File: config.mk
export PLATFORM = sky130hd
export DESIGN_NAME = dlsc_fifo_packet
export DESIGN_NICKNAME = d
export VERILOG_FILES = /design/src/rtl/dlsc_fifo_packet.sv
export SDC_FILE = /design/constraint.sdc
export NUM_CORES = 1
export LEC_CHECK = 0
export CORE_MARGIN = 4
export CORE_UTILIZATION = 59
export CTS_CLUSTER_SIZE = 10
export DETAILED_ROUTE_END_ITERATION = 12
export PLACE_DENSITY = 0.82
export SLEW_MARGIN = 40
export SYNTH_ARGS = -nofsm -noshare
export SYNTH_HDL_FRONTEND = slang
export SYNTH_SLANG_ARGS = --single-unit
File: constraint.sdc
create_clock -name clk -period 3.6 [get_ports clk]
set_clock_uncertainty 0.15 [all_clocks]
set_input_delay 0.9 -clock clk [delete_from_list [all_inputs] [get_ports clk]]
set_output_delay 0.9 -clock clk [all_outputs]
set_load 0.02 [all_outputs]
File: src/rtl/dlsc_fifo_packet.sv
// dlsc_fifo_packet
// Single-clock FIFO with packet commit/abort. Words are written to storage as
// soon as they are pushed, but the reader only sees them once the packet that
// contains them is committed (push with wr_last). An uncommitted packet can be
// dropped in one cycle with wr_abort. With PACKET=0 every push commits at once
// and wr_abort is ignored.
//
// Ports:
//   clk, rst            single clock, synchronous active-high reset
//   wr_push/wr_data     write one word (plus its wr_last flag)
//   wr_last             final word of a packet; commits the packet (PACKET=1)
//   wr_abort            discard every uncommitted word (PACKET=1)
//   wr_full             no free entries, counting uncommitted words
//   wr_almost_full      wr_free <= ALMOST_FULL
//   wr_free             free entries (ADDR+1 bits)
//   rd_pop              consume the head word
//   rd_data/rd_last     show-ahead head word, valid while !rd_empty
//   rd_empty            no committed words
//   rd_almost_empty     rd_count <= ALMOST_EMPTY
//   rd_count            committed words available (ADDR+1 bits)
module dlsc_fifo_packet #(
  parameter int DATA         = 8,
  parameter int ADDR         = 4,
  parameter int ALMOST_FULL  = 0,
  parameter int ALMOST_EMPTY = 0,
  parameter int PACKET       = 1,
  parameter bit BRAM         = ((2**ADDR)*(DATA+1)) >= 2048
) (
  input  logic            clk,
  input  logic            rst,
  input  logic            wr_push,
  input  logic [DATA-1:0] wr_data,
  input  logic            wr_last,
  input  logic            wr_abort,
  output logic            wr_full,
  output logic            wr_almost_full,
  output logic [ADDR:0]   wr_free,
  input  logic            rd_pop,
  output logic [DATA-1:0] rd_data,
  output logic            rd_last,
  output logic            rd_empty,
  output logic            rd_almost_empty,
  output logic [ADDR:0]   rd_count
);

  localparam int DEPTH = 2**ADDR;

  typedef logic [ADDR:0] ptr_t;
  typedef logic [DATA:0] word_t;  // {last, data}

  localparam ptr_t DEPTH_P = ptr_t'(DEPTH);
  localparam ptr_t ONE_P   = ptr_t'(1);

  // NOTE: storage is deliberately not reset; emptiness is tracked purely by
  // the pointers, and a resettable array would block RAM inference.
  word_t mem [DEPTH];

  // wa: speculative write, ca: commit, ra: read. The extra MSB separates
  // full from empty when the low bits match.
  ptr_t  wa_q, wa_d, ca_q, ca_d, ra_q, ra_d;
  ptr_t  free_q, free_d, count_q, count_d;
  logic  full_q, full_d, afull_q, afull_d;
  logic  empty_q, empty_d, aempty_q, aempty_d;
  logic  abort_en, push_en;
  word_t wr_word, rd_word;

  assign wr_word = {wr_last, wr_data};

  // NOTE: every signal gets a default at the top of the block so no path
  // leaves it unassigned, which would infer a latch.
  always_comb begin
    abort_en = (PACKET != 0) && wr_abort;
    push_en  = wr_push && !abort_en;  // abort wins over a same-cycle push
    wa_d     = wa_q;
    ca_d     = ca_q;
    ra_d     = ra_q;

    if (abort_en)     wa_d = ca_q;
    else if (push_en) wa_d = wa_q + ONE_P;

    if (push_en && (wr_last || PACKET == 0)) ca_d = wa_q + ONE_P;

    if (rd_pop) ra_d = ra_q + ONE_P;

    // Flags are computed from next-state pointers so the registered versions
    // line up with the pointers they describe.
    free_d   = DEPTH_P - (wa_d - ra_d);
    count_d  = ca_d - ra_d;
    full_d   = (free_d == '0);
    empty_d  = (count_d == '0);
    afull_d  = (32'(free_d) <= 32'(ALMOST_FULL));
    aempty_d = (32'(count_d) <= 32'(ALMOST_EMPTY));
  end

  // NOTE: sequential state uses non-blocking assignments only, so every flop
  // samples the pre-edge values regardless of statement order.
  always_ff @(posedge clk) begin
    if (rst) begin
      wa_q     <= '0;
      ca_q     <= '0;
      ra_q     <= '0;
      free_q   <= DEPTH_P;
      count_q  <= '0;
      full_q   <= 1'b0;
      afull_q  <= (ALMOST_FULL >= DEPTH);
      empty_q  <= 1'b1;
      aempty_q <= 1'b1;
    end else begin
      wa_q     <= wa_d;
      ca_q     <= ca_d;
      ra_q     <= ra_d;
      free_q   <= free_d;
      count_q  <= count_d;
      full_q   <= full_d;
      afull_q  <= afull_d;
      empty_q  <= empty_d;
      aempty_q <= aempty_d;
    end
  end

  always_ff @(posedge clk) begin
    if (push_en) mem[wa_q[ADDR-1:0]] <= wr_word;
  end

  generate
    if (BRAM) begin : g_bram
      // Registered read addressed by the next read pointer, so the head word
      // appears on the same cycle as with the asynchronous read. A word being
      // written into that slot on this edge is forwarded, since the RAM would
      // return the old contents.
      word_t rd_word_q, rd_word_d;

      always_comb begin
        rd_word_d = mem[ra_d[ADDR-1:0]];
        if (push_en && (wa_q[ADDR-1:0] == ra_d[ADDR-1:0])) rd_word_d = wr_word;
      end

      always_ff @(posedge clk) begin
        rd_word_q <= rd_word_d;
      end

      assign rd_word = rd_word_q;
    end else begin : g_lutram
      assign rd_word = mem[ra_q[ADDR-1:0]];
    end
  endgenerate

  assign rd_data         = rd_word[DATA-1:0];
  assign rd_last         = rd_word[DATA];
  assign wr_free         = free_q;
  assign wr_full         = full_q;
  assign wr_almost_full  = afull_q;
  assign rd_count        = count_q;
  assign rd_empty        = empty_q;
  assign rd_almost_empty = aempty_q;

`ifndef SYNTHESIS
  // A push into a full FIFO is harmless when a pop frees a slot on the same
  // edge; anything else corrupts contents.
  always @(posedge clk) begin
    if (!rst) begin
      assert (!(push_en && full_q && !rd_pop))
        else $error("dlsc_fifo_packet: overflow (push while full)");
      assert (!(rd_pop && empty_q))
        else $error("dlsc_fifo_packet: underflow (pop while empty)");
    end
  end
`endif

endmodule

### After elaboration in Yosys (flattened, before gate mapping)

Memory sizes are Yosys's and may differ from the RTL's. A register that Yosys moved wholly into a read port is not among the register bits.
Index checks and enable logic that the tools add are counted.

* flip-flop bits (word level): 29
* memory bits (writable): 144
* input bits: 14
* output and inout port bits: 23
* memories: 1

Memory list
* mem: depth 16, width 9, rd ports 1, clocked after memory_dff 1, wr ports 1, RTL line 56 `word_t mem [DEPTH];`

* add/sub/neg operators: 5
* $lt $le $gt $ge: 2
* muxes and demuxes: 7
* reductions and logical operators: 5

Operator list (number)
* $mux 5: 4
* $add 5x1->5 const B: 2
* $le 5x1->1 const B: 2
* $logic_not 5->1: 2
* $sub 5x5->5: 2
* $sub 5x5->5 const A: 1
* $mux 4: 1
* $logic_and 1x1->1: 2
* $mux 1: 2
* $logic_not 1->1: 1

### Longest topological paths before layout

Gate-level depths: netlist (run 1).

* depth in word-level cells: 7
* gate-level depth with buffers: 13

### Least setup slack after synthesis (run 1)

Ideal clock, no wire load.

* kind: in2reg
* from: in wr_abort
* to: reg empty_q (netlist: rd_empty)
* data arrival time: 2965 ps
* required time: 3334 ps
* slack: 368 ps
* stages on the path: 12
* path through: buf_2 nor2b_4 nand2_2 a21oi_1 ha_1 inv_1 fa_1 a21o_1 a21oi_1 xor2_1 xnor2_1 a41o_1

* longest elaborated chain between the ends: 6

Ends and longest elaborated chain
* from (decl): RTL line 34 `input logic wr_abort,`
* $logic_not 1->1: RTL line 73 `push_en = wr_push && !abort_en;`
* $logic_and 1x1->1: RTL line 73
* $logic_and 1x1->1: RTL line 81 `if (push_en && (wr_last || PACKET == 0)) ca_d = wa_q + ONE_P;`
* $mux 5: RTL line 81
* $sub 5x5->5: RTL line 88 `count_d = ca_d - ra_d;`
* $logic_not 5->1: RTL line 90 `empty_d = (count_d == '0);`
* to (signal assigned): RTL line 116 `empty_q <= empty_d;`
* to (decl): RTL line 63 `logic empty_q, empty_d, aempty_q, aempty_d;`

No other way between the ends.
A chain may end at the register's enable or synchronous reset.

==> results.yml, run 1 <==
status:
  outcome: "complete, no violations"
global_routing:
  gr-total-overflow: 0
  grt_util_met3: 0.0514
  grt_pass1_vias: 4071
  antenna_found_initial: 0
  met2_usage: 0.375
  grt_util_all_layers: 0.235
  grt_pass1_wl_mm: 22.9
  busiest_layer: "met2"
  use_met1: 0.322
  grt_max_degree: 29
setup_path:
  endpoint_kind: "primary output"
  worstPathArrival_ps: 2310
  path_class: "register to primary output"
  r2r-start: "ra_q[2]$_SDFF_PP0_"
  critPathLaunch: "ra_q[0]$_SDFF_PP0_"
  critPathMaxFanout: 26
  cp.required_ps: 2550
  worstSetupStartpointType: "register"
  r2r_setup_slack_ps: 440
yosys:
  ys.flop_type: "edfxtp_1"
  synth_cell_types: 35
  async_reset_ff_frac: 0
  ys_seq_elements: 171
  synth_area_leader_cell: "edfxtp_1"
  synth_area_um2: 7010
  synthCells: 437
  seq_area_frac_synth: 0.694
  netlist.area_leader.share: 0.617
  synthTopCellsByArea: "edfxtp_1 62%, dfxtp_1 7.7%, mux4_2 5.8%, mux2i_1 4.3%, ha_1 2.9%"
  synth_edf_count: 144
  yosysWarnings: 0
  avgSynthCellArea_um2: 16.0
  synth_nets: 469
timing:
  finalSetupTns_ps: 0
  hold_viol: 0
  setup_violations: 0
  rsz0062_at_grt: "false"
  drv_slew: 0
  slew_headroom: 0.584
  setup_ws_ps: 243
  min_period_ps: 3360
  worst_pin_slew_ps: 623
  fmax_mhz: 298
  timing.final.crit_share: 0.932
die:
  start_util: 0.609
  std_cell_rows: 39
  die_area_um2: 13700
  die_height_um: 117
  io_pins: 37
  core_um2: 11500
  die_w_um: 117
drt:
  via_count: 4028
  routed_via_density: 6.08
  routedWlPerCell_um: 21.9
  drtIter0Drc: 496
  drc: 0
  drtAntennaViolNets: 0
  drt_pass1_iterations: 6
  wirelength_mm: 14.5
min_path:
  min_from: "ca_q[0]$_SDFF_PP0_"
  worst_hold_path_type: "register to register"
cells_and_area:
  drive_gt1_frac: 0.202
  antenna_cells: 0
  fin_nets: 539
  syn2layout_area_growth_pct: 19.0
  final_cell_mix: "144 x edfxtp_1, 35 x buf_4, 34 x nor2_1"
  fin_area_um2: 8340
  final_common_cell: "edfxtp_1"
cts:
  cts_tree: "yes"
  cts_max_level: 4
  path_clk_slew_ps: 60
  cts_buffers: 17
  clkSinkCount: 171
  worstSkewPairLatency_ps: 420
  root_buffer: "clkbuf_16"
  cts_hold_buffers: 0
  cts_buffer_depth: 2
placement:
  dpl_cell_area_um2: 7740
  post-place-ws_ps: -145
  finalWeightedCongestion: 0.855
  hpwlAfterDp_mm: 9.31
  io_buffers: 36
run:
  drv_cap: 0
pwr:
  power.leakage_nw: 2.95
  powerDensity_nw_per_um2: 531
  irDropWorstVdd_mv: 0.335
  finalPower_mw: 4.43
-- flip-flops by register name (all words and copies together) (netlist names) --
signal    flops
mem         144
ca_q          5
ra_q          5
rd_count      5
wa_q          5
wr_free       5
rd_empty      1
wr_full       1
-- power breakdown --
part / switching (mW) / internal (mW)
combinational: 0.247 / 0.227
sequential: 0.0170 / 2.18
clock: 0.793 / 0.967
total: 1.06 / 3.37
-- cell usage after synthesis (all sizes together), types with 10 or more instances --
cell type	count
a21oi	16
buf	15
dfxtp	27
mux4	18
mux2i	31
edfxtp	144
nand2	22
ha	16
mux2	10
o21ai	21
nor2	34
nor2b	10
-- cells by family (layout without fill, tap and decap cells) --
logic type,count (synthesis),after routing,synth area share
muxes,59,59,0.120
adders and majority gates,18,18,0.0343
buffers and inverters,30,113,0.0205
xor gates and xnor gates,18,18,0.0255
and+or+nand+nor,83,83,0.0546
AOI/OAI and AO/OA,58,58,0.0509
DFF,171,171,0.694
-- path summary, 6_finish.rpt --
check | endpoint | depth (start not counted)
max | rd_data[5] | 5
min | ca_q[0]$_SDFF_PP0_ | 2
max reg2reg | wr_free[4]$_SDFF_PP1_ | 10
min reg2reg | ca_q[0]$_SDFF_PP0_ | 2
-- layout make-up --
type | count | area (um^2)
inverters | 8 | 30.0
clock buffers | 18 | 429
fillers | 708 | 3180
well taps | 143 | 179
clock inverters | 14 | 138
multi-input cells | 236 | 2010
flip-flops and latches | 171 | 4870
repair buffers | 73 | 681
-- layer usage --
layer | routed length (um) | part of all wire | up-vias
li1 | - | - | 1801
met1 | 6310 | 0.43 | 2053
met2 | 7110 | 0.49 | 153
met3 | 869 | 0.060 | 21
met4 | 243 | 0.017 | 0
met5 | 0 | 0 | -
-- metrics by stage --
step	instances	utilization	hold WS, ps
CTS	663	0.722	415
global placement	631	0.672	372
finish	663	0.724	415
detailed placement	631	0.672	396
floorplan	437	-	323
global route	663	0.724	453
-- critical path, stage by stage (launching register included) --
cell,delay [ps]
dfxtp_4,410
buf_16,230
mux4_2,580
a22oi_1,200
nand2_1,110
dlygate4sd2_1,330
-- timing repair --
item / 4_1_cts / 5_1_grt
endpoints found under the setup margin: 5 / 7
resized for setup: 5 / 8
setup buffers: 0 / 0
No activity file was read; power rests on OpenSTA's default activity.
==> run 2: changes to the inputs <==
CAP_MARGIN = 20   (was unset)
==> results of run 2 <==
The final DEF is identical to that of run 1; final timing and power are the same.
==> run 3: changes to the inputs <==
TNS_END_PERCENT = 5   (was unset)
==> results.yml, run 3 (synthesized netlist as in run 1, its figures left out) <==
status:
  outcome: "finished with violations"
  failed_checks: "setup timing"
global_routing:
  grt_util_all_layers: 0.235
  grt_pass1_wl_mm: 22.9
  grt_max_degree: 29
  grt_pass1_vias: 4075
  antenna_found_initial: 0
  gr-total-overflow: 0
cells_and_area:
  fin_nets: 539
  seqCellArea_um2: 4870
  largest_reg_flops: 144
  final_common_cell: "edfxtp_1"
  multi_input_area_um2: 2010
  syn2layout_area_growth_pct: 18.8
  final_util: 0.723
  final_cell_mix: "144 x edfxtp_1, 35 x buf_4, 34 x nor2_1"
  stdcell_count: 663
  antenna_cells: 0
  fin_area_um2: 8320
  fill_cells: 710
  drive_gt1_frac: 0.200
setup_path:
  endpoint_kind: "primary output"
  worstSetupStartpointType: "register"
  critPathMaxFanout: 10
  worstPathArrival_ps: 2560
  path_class: "register to primary output"
  cp.required_ps: 2550
placement:
  io_buffers: 36
  hpwlAfterDp_mm: 9.31
  finalWeightedCongestion: 0.855
  post-place-ws_ps: -145
  dpl_cell_area_um2: 7740
  place_inst: 631
drt:
  routed_via_density: 6.06
  drc: 0
  via_count: 4015
  drtIter0Drc: 547
  drtAntennaViolNets: 0
  drt_pass1_iterations: 5
  wirelength_mm: 14.4
  routedWlPerCell_um: 21.7
pwr:
  irDropWorstVdd_mv: 0.334
  finalPower_mw: 4.42
  powerDensity_nw_per_um2: 531
  power.leakage_nw: 2.93
die:
  std_cell_rows: 39
  die_height_um: 117
  die_area_um2: 13700
  io_pins: 37
  die_w_um: 117
  start_util: 0.609
  core_um2: 11500
timing:
  min_period_ps: 3610
  hold_viol: 0
  setup_ws_ps: -11.0
  setup_violations: 1
  finalSetupTns_ps: -11.0
  worst_pin_slew_ps: 621
  whs_ps: 423
  timing.final.crit_share: 1.00
  drv_slew: 0
  rsz0062_at_grt: "true"
  slew_headroom: 0.584
  fmax_mhz: 277
cts:
  clkSinkCount: 171
  root_buffer: "clkbuf_16"
  worstSkewPairLatency_ps: 420
  cts_setup_buffers: 0
  cts_tree: "yes"
  cts_buffers: 17
  cts_max_level: 4
  path_clk_slew_ps: 60
  cts_buffer_depth: 2
run:
  drv_cap: 0
min_path:
  worst_hold_path_type: "register to register"
-- run 3: report_power, final --
part,internal [mW],total [mW],switching (mW)
Combinational,0.228,0.473,0.245
Sequential,2.18,2.19,0.0165
Clock,0.967,1.76,0.788
-- run 3: metal layers --
| metal | share of wire | global-route usage |
|---|---|---|
| met1 | 0.43 | 0.322 |
| met2 | 0.49 | 0.375 |
| met3 | 0.064 | 0.0514 |
| met4 | 0.018 | 0.0849 |
| met5 | 0 | 0 |
-- run 3: worst paths after layout --
kind	from	end	slack, ps	cells past startpoint
setup / recovery	ra_q[2]$_SDFF_PP0_	rd_data[3]	-10	5
hold / removal	ca_q[0]$_SDFF_PP0_	ca_q[0]$_SDFF_PP0_	420	2
setup reg to reg	ra_q[2]$_SDFF_PP0_	wr_free[4]$_SDFF_PP1_	460	10
hold reg to reg	ca_q[0]$_SDFF_PP0_	ca_q[0]$_SDFF_PP0_	420	2
-- run 3: critical path, stage by stage, from the launching register on --
cell             delay, ps
dfxtp_1                380
and2_1                 370
a221oi_1               470
a22oi_1                170
nand2_1                120
clkdlybuf4s50_1        620
-- run 3: repair_timing --
action | in CTS | in global routing
hold buffers | 0 | 0
gates resized for setup | 2 | 6
setup endpoints to repair | 5 | 9
-- run 3: layout make-up --
cell class / instances / area share
Clock inverter: 14 / 0.0165
Sequential cell: 171 / 0.585
Inverter: 8 / 0.00361
Multi-Input combinational cell: 236 / 0.241
Clock buffer: 18 / 0.0516
Timing Repair Buffer: 73 / 0.0809
Tap cell: 143 / 0.0215
